<file path="src/rtl/powermod_arbiter_pkg.sv">
// Shared types and default sizing for the powermod arbiter slice.
package powermod_arbiter_pkg;

  localparam int unsigned DefNReq    = 4;
  localparam int unsigned DefWidth   = 8;
  localparam int unsigned DefTimeout = 1023;

  // Controller state encoding.
  typedef enum logic [1:0] {
    StIdle  = 2'b00,
    StIssue = 2'b01,
    StWait  = 2'b10,
    StDone  = 2'b11
  } state_e;

  // Index width for a requester count; never narrower than one bit.
  function automatic int unsigned idx_width(input int unsigned n);
    return (n > 1) ? $clog2(n) : 1;
  endfunction

endpackage

</file>
<file path="src/rtl/powermod_arbiter_rr_picker.sv">
// Combinational round-robin picker: one-hot select of the first requester after `last`.
module powermod_arbiter_rr_picker
  import powermod_arbiter_pkg::*;
#(
  parameter int unsigned N_REQ = DefNReq,
  localparam int unsigned IdxW = idx_width(N_REQ)
) (
  input  logic [N_REQ-1:0] req,
  input  logic [IdxW-1:0]  last,
  output logic [N_REQ-1:0] pick,
  output logic [IdxW-1:0]  pick_idx,
  output logic             valid
);

  int unsigned cand;

  // Scan from last+1 around the ring; the first hit wins, so pick is always one-hot or zero.
  always_comb begin
    pick     = '0;
    pick_idx = '0;
    valid    = 1'b0;
    cand     = 0;
    for (int unsigned i = 1; i <= N_REQ; i++) begin
      cand = (32'(last) + i) % N_REQ;
      if (!valid && req[cand[IdxW-1:0]]) begin
        valid                  = 1'b1;
        pick_idx               = cand[IdxW-1:0];
        pick[cand[IdxW-1:0]]   = 1'b1;
      end
    end
  end

endmodule

</file>
<file path="src/rtl/powermod_arbiter.sv">
// Round-robin arbiter sharing one modular-exponentiation engine among N_REQ requesters.
module powermod_arbiter
  import powermod_arbiter_pkg::*;
#(
  parameter int unsigned N_REQ   = DefNReq,
  parameter int unsigned WIDTH   = DefWidth,
  parameter int unsigned TIMEOUT = DefTimeout
) (
  input  logic               clk,
  input  logic               rst,
  input  logic               ena,
  input  logic [N_REQ-1:0]       req,
  input  logic [N_REQ*WIDTH-1:0] a_in,
  input  logic [N_REQ*WIDTH-1:0] b_in,
  input  logic [N_REQ*WIDTH-1:0] m_in,
  output logic [N_REQ-1:0]   grant,
  output logic [N_REQ-1:0]   done,
  output logic [WIDTH-1:0]   result,
  output logic               err,
  output logic               busy,
  output logic               pm_start,
  output logic [WIDTH-1:0]   pm_a,
  output logic [WIDTH-1:0]   pm_b,
  output logic [WIDTH-1:0]   pm_m,
  input  logic [WIDTH-1:0]   pm_res,
  input  logic               pm_rdy
);

  localparam int unsigned IdxW = idx_width(N_REQ);
  // Counter only needs to reach TIMEOUT-1: the wait ends on the cycle the count hits TIMEOUT.
  localparam int unsigned CntW = (TIMEOUT > 1) ? $clog2(TIMEOUT) : 1;
  localparam logic [CntW-1:0] CntLast = CntW'(TIMEOUT - 1);

  state_e           state_q, state_d;
  logic [N_REQ-1:0] grant_q, grant_d;
  logic [IdxW-1:0]  owner_q, owner_d;
  logic [IdxW-1:0]  last_q, last_d;
  logic [WIDTH-1:0] pm_a_q, pm_a_d;
  logic [WIDTH-1:0] pm_b_q, pm_b_d;
  logic [WIDTH-1:0] pm_m_q, pm_m_d;
  logic [CntW-1:0]  cnt_q, cnt_d;
  logic [WIDTH-1:0] result_q, result_d;
  logic             err_q, err_d;

  logic [N_REQ-1:0] pick;
  logic [IdxW-1:0]  pick_idx;
  logic             pick_valid;
  logic [WIDTH-1:0] cap_a, cap_b, cap_m;

  powermod_arbiter_rr_picker #(
    .N_REQ (N_REQ)
  ) u_rr_picker (
    .req      (req),
    .last     (last_q),
    .pick     (pick),
    .pick_idx (pick_idx),
    .valid    (pick_valid)
  );

  // One-hot operand mux for the winning slot.
  always_comb begin
    cap_a = '0;
    cap_b = '0;
    cap_m = '0;
    for (int unsigned i = 0; i < N_REQ; i++) begin
      if (pick[i]) begin
        cap_a = a_in[i*WIDTH +: WIDTH];
        cap_b = b_in[i*WIDTH +: WIDTH];
        cap_m = m_in[i*WIDTH +: WIDTH];
      end
    end
  end

  // Next-state and strobe outputs; with ena low everything holds and no strobe fires.
  always_comb begin
    state_d  = state_q;
    grant_d  = grant_q;
    owner_d  = owner_q;
    last_d   = last_q;
    pm_a_d   = pm_a_q;
    pm_b_d   = pm_b_q;
    pm_m_d   = pm_m_q;
    cnt_d    = cnt_q;
    result_d = result_q;
    err_d    = err_q;
    pm_start = 1'b0;
    done     = '0;
    if (ena) begin
      unique case (state_q)
        StIdle: begin
          if (pick_valid) begin
            state_d = StIssue;
            grant_d = pick;
            owner_d = pick_idx;
            pm_a_d  = cap_a;
            pm_b_d  = cap_b;
            pm_m_d  = cap_m;
            err_d   = 1'b0;
          end
        end
        StIssue: begin
          cnt_d = '0;
          if (pm_m_q == '0) begin
            // Modulus zero is undefined; report it without touching the engine.
            state_d  = StDone;
            result_d = '0;
            err_d    = 1'b1;
          end else begin
            pm_start = 1'b1;
            state_d  = StWait;
          end
        end
        StWait: begin
          if (pm_rdy) begin
            state_d  = StDone;
            result_d = pm_res;
            err_d    = 1'b0;
          end else if (cnt_q == CntLast) begin
            state_d  = StDone;
            result_d = '0;
            err_d    = 1'b1;
          end else begin
            cnt_d = cnt_q + 1'b1;
          end
        end
        StDone: begin
          done    = grant_q;
          last_d  = owner_q;
          grant_d = '0;
          err_d   = 1'b0;
          state_d = StIdle;
        end
        default: state_d = StIdle;
      endcase
    end
  end

  // State and datapath registers.
  always_ff @(posedge clk or posedge rst) begin
    if (rst) begin
      state_q  <= StIdle;
      grant_q  <= '0;
      owner_q  <= '0;
      last_q   <= IdxW'(N_REQ - 1);
      pm_a_q   <= '0;
      pm_b_q   <= '0;
      pm_m_q   <= '0;
      cnt_q    <= '0;
      result_q <= '0;
      err_q    <= 1'b0;
    end else begin
      state_q  <= state_d;
      grant_q  <= grant_d;
      owner_q  <= owner_d;
      last_q   <= last_d;
      pm_a_q   <= pm_a_d;
      pm_b_q   <= pm_b_d;
      pm_m_q   <= pm_m_d;
      cnt_q    <= cnt_d;
      result_q <= result_d;
      err_q    <= err_d;
    end
  end

  assign grant  = grant_q;
  assign result = result_q;
  assign err    = err_q;
  assign busy   = (state_q != StIdle);
  assign pm_a   = pm_a_q;
  assign pm_b   = pm_b_q;
  assign pm_m   = pm_m_q;

endmodule
</file>
<file path="config.mk">
export PLATFORM = sky130hd
export DESIGN_NAME = powermod_arbiter
export DESIGN_NICKNAME = d
export VERILOG_FILES = /design/src/rtl/powermod_arbiter_pkg.sv /design/src/rtl/powermod_arbiter_rr_picker.sv /design/src/rtl/powermod_arbiter.sv
export SDC_FILE = /design/constraint.sdc
export NUM_CORES = 1
export LEC_CHECK = 0
export ABC_CLOCK_PERIOD_IN_PS = 5810
export BUFFER_PORTS_ARGS = -buffer_cell sky130_fd_sc_hd__buf_2
export CAP_MARGIN = 5
export CORE_ASPECT_RATIO = 1.5
export CORE_MARGIN = 2
export CORE_UTILIZATION = 40
export DETAILED_ROUTE_END_ITERATION = 8
export PLACE_DENSITY_LB_ADDON = 0.05
export RECOVER_POWER = 50
export SLEW_MARGIN = 20
export SYNTH_ARGS = -nofsm -noshare
export SYNTH_HDL_FRONTEND = slang
export SYNTH_SLANG_ARGS = --single-unit
</file>
<file path="constraint.sdc">
create_clock -name clk -period 5.81 [get_ports clk]
set_input_delay 0.581 -clock clk [delete_from_list [all_inputs] [get_ports clk]]
set_output_delay 0.581 -clock clk [all_outputs]
set_load 0.03 [all_outputs]
</file>
# [Yosys cells after proc, flatten, opt, wreduce, memory -nomap -nowiden]
# Index checks and enable logic that the tools add are counted.
# W data, S select, Z words.
[classes] multipliers=0 shifts=0 n_eq_ne=9 bitwise=3 n_reduce_logical=22 n_addsub=5 n_lt_le_gt_ge=8 n_mux=64 n_div=0
[ops] operator="$mux W8" count=15
[ops] operator="$mux W4" count=7
[ops] operator="$mux W1" count=20
[ops] operator="$mux W10" count=2
[ops] operator="$pmux W10 S2" count=1
[ops] operator="$pmux W8 S2" count=1
[ops] operator="$mux W2" count=7
[ops] operator="$lt A2 B3 Y1 const B" count=4
[ops] operator="$or A4 B4 Y4" count=3
[ops] operator="$reduce_and A4 Y1" count=3
[ops] operator="$add A10 B1 Y10 const B" count=1
[ops] operator="$eq A10 B10 Y1 const B" count=1
[ops] operator="$reduce_and A3 Y1" count=3
[ops] operator="$bmux W1 S2" count=4
[ops] operator="$demux W1 S2" count=4
[ops] operator="$ge A2 B1 Y1 const B" count=4
[ops] operator="$logic_not A8 Y1" count=1
[ops] operator="$ne A2 B2 Y1 const B" count=4
[ops] operator="$pmux W2 S4" count=1
[ops] operator="$pmux W4 S2" count=1
[ops] operator="$logic_and A1 B1 Y1" count=7
[ops] operator="$reduce_bool A2 Y1" count=3
[ops] operator="$add A2 B1 Y2 const B" count=2
[ops] operator="$add A2 B2 Y2 const B" count=2
[ops] operator="other kinds (7)" count=10
[word_totals] out_inout_bits=43 romBits=0 input_bits=112 mem_bits_rw=0 latch_bits=0 word_cells=121 reg_bits=53 memories=0

# [Longest topological paths before layout]
[depth] ltp_word=17 depth_mapped=12 mapped_depth_nobuf=8

# [By module]
# A second synthesis with hierarchy kept.
[unflattened] hier_cells=398 hier_area_um2=3621.0
[modules_own_cells] mod="powermod_arbiter" seq_area_each_um2=1328.8 area_per_inst_um2=3095.5 n_inst=1 cells_per_inst=330
[modules_own_cells] mod="powermod_arbiter_rr_picker" seq_area_each_um2=0.0 area_per_inst_um2=525.5 n_inst=1 cells_per_inst=68

# [Least setup slack after synthesis]
# No wires, ideal clock.
[synth_path] path_kind="register -> register" start="register last_q[1]" end="register pm_b_q[0] (netlist: pm_b[0])" stages_incl_launch_ff=12 t_arrival_ps=3257 path_buffers=3 path_slack_ps=2457 setup_ps=95 t_required_ps=5715 period_less_slack_ps=3353 path_cell_list="dfstp_2 -> clkbuf_1 -> inv_1 -> ha_1 -> mux4_2 -> or4b_1 -> buf_4 -> nor2_2 -> buf_2 -> nor4_1 -> o31a_1 -> o31ai_1"
[synth_between] elab_chain_cells=17 elab_cells_between_ends=54 cone_classes="4 x add/sub; 8 x order compare; 28 x mux; 3 x bitwise; 11 x reduce/logical"
[synth_lines] element="start, declared" line_no="powermod_arbiter.sv:37" text="logic [IdxW-1:0] last_q, last_d;"
[synth_lines] element="start signal, assigned" line_no="powermod_arbiter.sv:144" text="last_q <= IdxW'(N_REQ - 1);"
[synth_lines] element="start signal, assigned" line_no="powermod_arbiter.sv:155" text="last_q <= last_d;"
[synth_lines] element="branches (longest 17 deep; another with $lt A2 B3 Y1)"
[synth_lines] element="end signal, assigned" line_no="powermod_arbiter.sv:157" text="pm_b_q <= pm_b_d;"
[synth_lines] element="end, declared" line_no="powermod_arbiter.sv:39" text="logic [WIDTH-1:0] pm_b_q, pm_b_d;"
# Parallel ways; which one is timed is not known. The select of a mux whose other input is x is not followed.
# A chain may end at the register's enable or synchronous reset.

# [Worst setup path after layout]
[layout_path] start="register last_q[0]" end="register pm_m_q[0] (netlist: pm_m[0])"
[layout_between] elab_chain_cells=17 elab_cells_between_ends=54 cone_classes="4 x add/sub; 8 x order compare; 28 x mux; 3 x bitwise; 11 x reduce/logical"
[layout_lines] element="branches (longest 17 deep; another with $lt A2 B3 Y1)"
[layout_lines] element="end signal, assigned" line_no="powermod_arbiter.sv:158" text="pm_m_q <= pm_m_d;"
[layout_lines] element="end, declared" line_no="powermod_arbiter.sv:40" text="logic [WIDTH-1:0] pm_m_q, pm_m_d;"
# Parallel ways; which one is timed is not known. The select of a mux whose other input is x is not followed.

==> results <==
- The final hold violation count was 0.
- Using the TritonRoute via totals, the vias-per-cell ratio works out to 5.67.
- For this run, design rule violations remaining after detail routing come to 0.
- The number of levels in the clock H-tree is 2.
- Together, buffers and inverters on the worst path number 1.
- In this run the tightest slew margin relative to its limit is -102%.
- The synthesized netlist occupies a cell area of ~4400 um2.
- The clock transition at the registers of the reported paths is 80 ps.
- The quantity of I/O buffers inserted on ports is roughly 150.
- The total power per unit cell area is about 590 nW/um2.
- The final critical path takes up between 80% and 90% of the cycle.
- The number of setup buffers added after CTS is 0.
- Tracing the worst setup path back leads to its startpoint at last_q[0].
- From left edge to right edge, the die measures 90.1 um.
- The netlist uses 48 different library cells.
- The clock period minus final worst setup slack is 4860 ps.
- The count of nets after finishing is 780.
- The end point of the critical path is pm_m[0].
- The setup slack of the worst register-to-register path is 950 ps.
- The number of inserted filler cells in the final layout is 1139.
- The max-capacitance violation count is 1.
- The final max-slew violation count came to 54.
- The number of storage elements in the synthesis netlist is 53.
- The worst min-delay path category is reg2reg.
- The iteration-0 DRC count of the detailed router is between 200 and 250.
- sky130_fd_sc_hd__dfrtp_1 takes more of the synthesized area than any other cell.
- The full die area is 12000 um2.
- Of the total synthesized cell area, the portion taken by full adders, half adders and majority gates is a little under 4%.
- The final total power is 3.17 mW.
- The required arrival time at the worst endpoint is 6010 ps.
- Once the floorplan was initialized, standard cells occupied between 40% and 50% of the core.
- The endpoint of the worst-slack reg-to-reg timing path is pm_m[0].
- When the netlist entered floorplanning its net count stood at 663.
- Setup repair after global routing left no endpoint under its margin.
- The initial antenna violation count is 0.
- The worst reg-to-reg path cell count is 8.
- For the worst-skew pair, the clock arrives at the later sink with an insertion delay of 300 ps.
- For this block, the routed nets add up to 14.8 mm of wire.
- The checks that failed: capacitance limit, slew limit.
- CTS saw 53 sinks.
- The share of post-route cells with drive strength above 1 is a little over a quarter.
- The initialized floorplan defines 47 standard-cell rows.
- Of the total synthesized cell area, the portion taken by AND, OR, NAND and NOR gates is between 10% and 20%.
- The worst register-to-register path begins at last_q[0].
- Once detail routing completed, the nets flagged for antenna violations numbered 0.
- The worst setup path is captured at a register.
- For this run, the top clock speed supported by timing is 206 MHz.
- The number of global-route vias before repair came to 4545.
- The post-synthesis xor/xnor area fraction is between 1.5 and 2%.
- The total CTS buffers is 5.
- OpenSTA, run right after detailed placement, puts the worst setup slack at roughly 950 ps.
- A synthesized cell averages roughly 8.3 um2.
- The die span in y is 133 um.
- TritonCTS built the clock tree.
- For this run, the leading register cell type out of synthesis is sky130_fd_sc_hd__dfrtp_1.
- The wire length of the first global-routing pass is 23.5 mm.
- The async set-reset flop share out of synthesis is 100%.
- The number of warnings reported in the yosys synthesis log is 0.
- At the pin with the least slew margin, the transition time is a little over 3000 ps.
- The standard cell area after detailed placement is between 5000 and 6000 um2.
- The data arrival time at the worst-slack endpoint is between 5000 and 6000 ps.
- By area, the combinational part of the netlist is dominated by compound AO/OA/AOI/OAI gates.
- Summed over all layers, the global routing overflow is 0.
- The detailed router placed 4545 vias in this run.
- The proportion of synthesized area in mux cells is 5.04%.
- The share of the yosys chip area belonging to registers is 29.9%.
- The cell leakage power is between 2 and 2.5 nW.
- The count of final setup violators is 0.
- The library cell used most frequently in the layout, excluding fill and tap cells, is sky130_fd_sc_hd__buf_2.
- The area of the core is 10900 um2.
- The pin count of the biggest net entering global routing is 79.
- The layout-stage area growth over the synthesis result is 20.0%.
- The maximum cell stage delay along the critical path is 1010 ps.
- The nature of the critical path startpoint is a register.
- The count of inserted antenna diode cells is 0.
- The total of hold buffers inserted after clock tree synthesis is 0.
- The kind of cell with the highest combined delay on the critical path is simple AND/OR/NAND/NOR gates.
- The first-pass iteration count of the detailed router is 5.
- Yosys attributes the largest share of cell area to sky130_fd_sc_hd__dfrtp_1, sky130_fd_sc_hd__o31a_1, sky130_fd_sc_hd__a21boi_0.
- The critical path in this run is classified as reg2reg.
- In the post-route analysis, the smallest setup slack over all paths is 952 ps.
- Counting flops with a built-in enable in the synthesized netlist gives 0.
- The detailed-route wire length per cell is 18.4 um.
- The critical path goes through inv_1, ha_1, mux4_2, or4b_1, nor2_8, or2_1, o211ai_1, o31ai_1.
- The cell sitting at the root of the clock tree is a sky130_fd_sc_hd__clkbuf_16.
- The largest vdd supply drop is 0.000345 V.
- On the final layout, the worst clock skew is 9.07 ps.
- The synthesized design devotes to its leading area cell type 28.7% of total area.
- The maximum fanout encountered on the critical timing path is 26.
- The critical path depth is 8.
- The post-cts sizing count is 0.
- The half-perimeter wire length of the detailed placement result is 10.9 mm.
- The finished cells cover 5340 um2.
- For this design, the slowest cell found on the critical path is sky130_fd_sc_hd__or4b_1.
- The compound-gate portion of the synthesized area is 32.5%.
- The top cell types in the final layout, fill and taps aside, are sky130_fd_sc_hd__buf_2, sky130_fd_sc_hd__dfrtp_1, sky130_fd_sc_hd__nand2_1.
- The number of ports placed on the die boundary is between 150 and 200.
- The total global routing track utilization is 24.3%.
- The number of instances in the synthesized netlist is 537.
- The total negative slack for setup checks is 0 ps.
- The run finished, with violations left.
- The clock passes through at most 2 buffers.
- The weighted congestion reported at the end of routability-driven placement is 0.847.
-- layer usage --
layer / global-route usage (%) / vias to the layer above / share of wire [%]
met5: 0 / - / 0
met4: 7.52 / 0 / 1.9
met3: 2.43 / 18 / 4.1
met2: 45.2 / 135 / 53
met1: 29.2 / 2155 / 42
li1: - / 2237 / -
-- where the power goes --
part | leakage [nW] | internal [mW] | switching, mW | total [mW]
logic | 1.71 | 0.761 | 1.45 | 2.22
clock network | 0.0631 | 0.161 | 0.149 | 0.310
registers | 0.682 | 0.520 | 0.124 | 0.645
-- area by class of cell --
| cell class | instances | area (um2) | share of cell area (%) |
|---|---|---|---|
| repair buffers | 159 | 781 | 14.6 |
| inverters | 39 | 146 | 2.74 |
| clock buffers | 6 | 129 | 2.41 |
| multi-input cells | 396 | 2760 | 51.6 |
| flip-flops and latches | 53 | 1330 | 24.9 |
| clock inverters | 2 | 15.0 | 0.281 |
| well taps | 147 | 184 | 3.45 |
-- registers in the layout, summed over array words and instances (netlist names) --
register and count:
cnt_q 10, err 1, grant 4, last_q 2
owner_q 2, pm_a 8, pm_b 8, pm_m 8
result 8, state_q 2
-- tightest hold or removal path, delay by kind of cell, from the launching register on --
kind            cells  cell delay [ps]
compound gates      1               60
flops               1              350
simple gates        1               40
-- Yosys cell counts (4+ instances only) --
cell type	instances
sky130_fd_sc_hd__xnor2_1	6
sky130_fd_sc_hd__nor4_1	28
sky130_fd_sc_hd__mux4_2	4
sky130_fd_sc_hd__clkbuf_1	30
sky130_fd_sc_hd__a21boi_0	25
sky130_fd_sc_hd__ha_1	14
sky130_fd_sc_hd__dfrtp_1	51
sky130_fd_sc_hd__nor2_1	12
sky130_fd_sc_hd__o31a_1	24
sky130_fd_sc_hd__buf_2	14
sky130_fd_sc_hd__nor3_1	31
sky130_fd_sc_hd__and3_1	12
sky130_fd_sc_hd__a211oi_1	24
sky130_fd_sc_hd__nand2_1	45
sky130_fd_sc_hd__o21ai_0	8
sky130_fd_sc_hd__o211ai_1	25
sky130_fd_sc_hd__inv_1	39
sky130_fd_sc_hd__o31ai_1	25
sky130_fd_sc_hd__o21bai_1	24
sky130_fd_sc_hd__nand3_1	4
sky130_fd_sc_hd__mux2_2	11
sky130_fd_sc_hd__a21oi_1	37
-- worst min path at each step --
stage / from / endpoint / slack (ps) / depth (start not counted)
final: owner_q[1] / owner_q[1] / 490 / 2
after global routing: result[7] / result[7] / 520 / 1
after CTS: owner_q[1] / owner_q[1] / 500 / 2
after detailed placement: owner_q[1] / owner_q[1] / 480 / 2
after global placement: owner_q[1] / owner_q[1] / 480 / 2
after floorplan: owner_q[0] / owner_q[0] / 450 / 2
-- per-stage QoR --
step | hold WS, ps | util, % | std cells
global placement | 480 | 47.7 | 794
floorplan | 446 | - | 537
detailed placement | 482 | 47.7 | 794
global route | 525 | 48.8 | 802
finish | 488 | 48.8 | 802
CTS | 499 | 49.0 | 802
-- cells by family after synthesis --
logic type / after synthesis
AOI/OAI and AO/OA: 203
xor gates and xnor gates: 8
adders and majority gates: 14
buffers and inverters: 88
DFF: 53
muxes: 16
and+or+nand+nor: 155
Power figures use the tool's default switching activity.
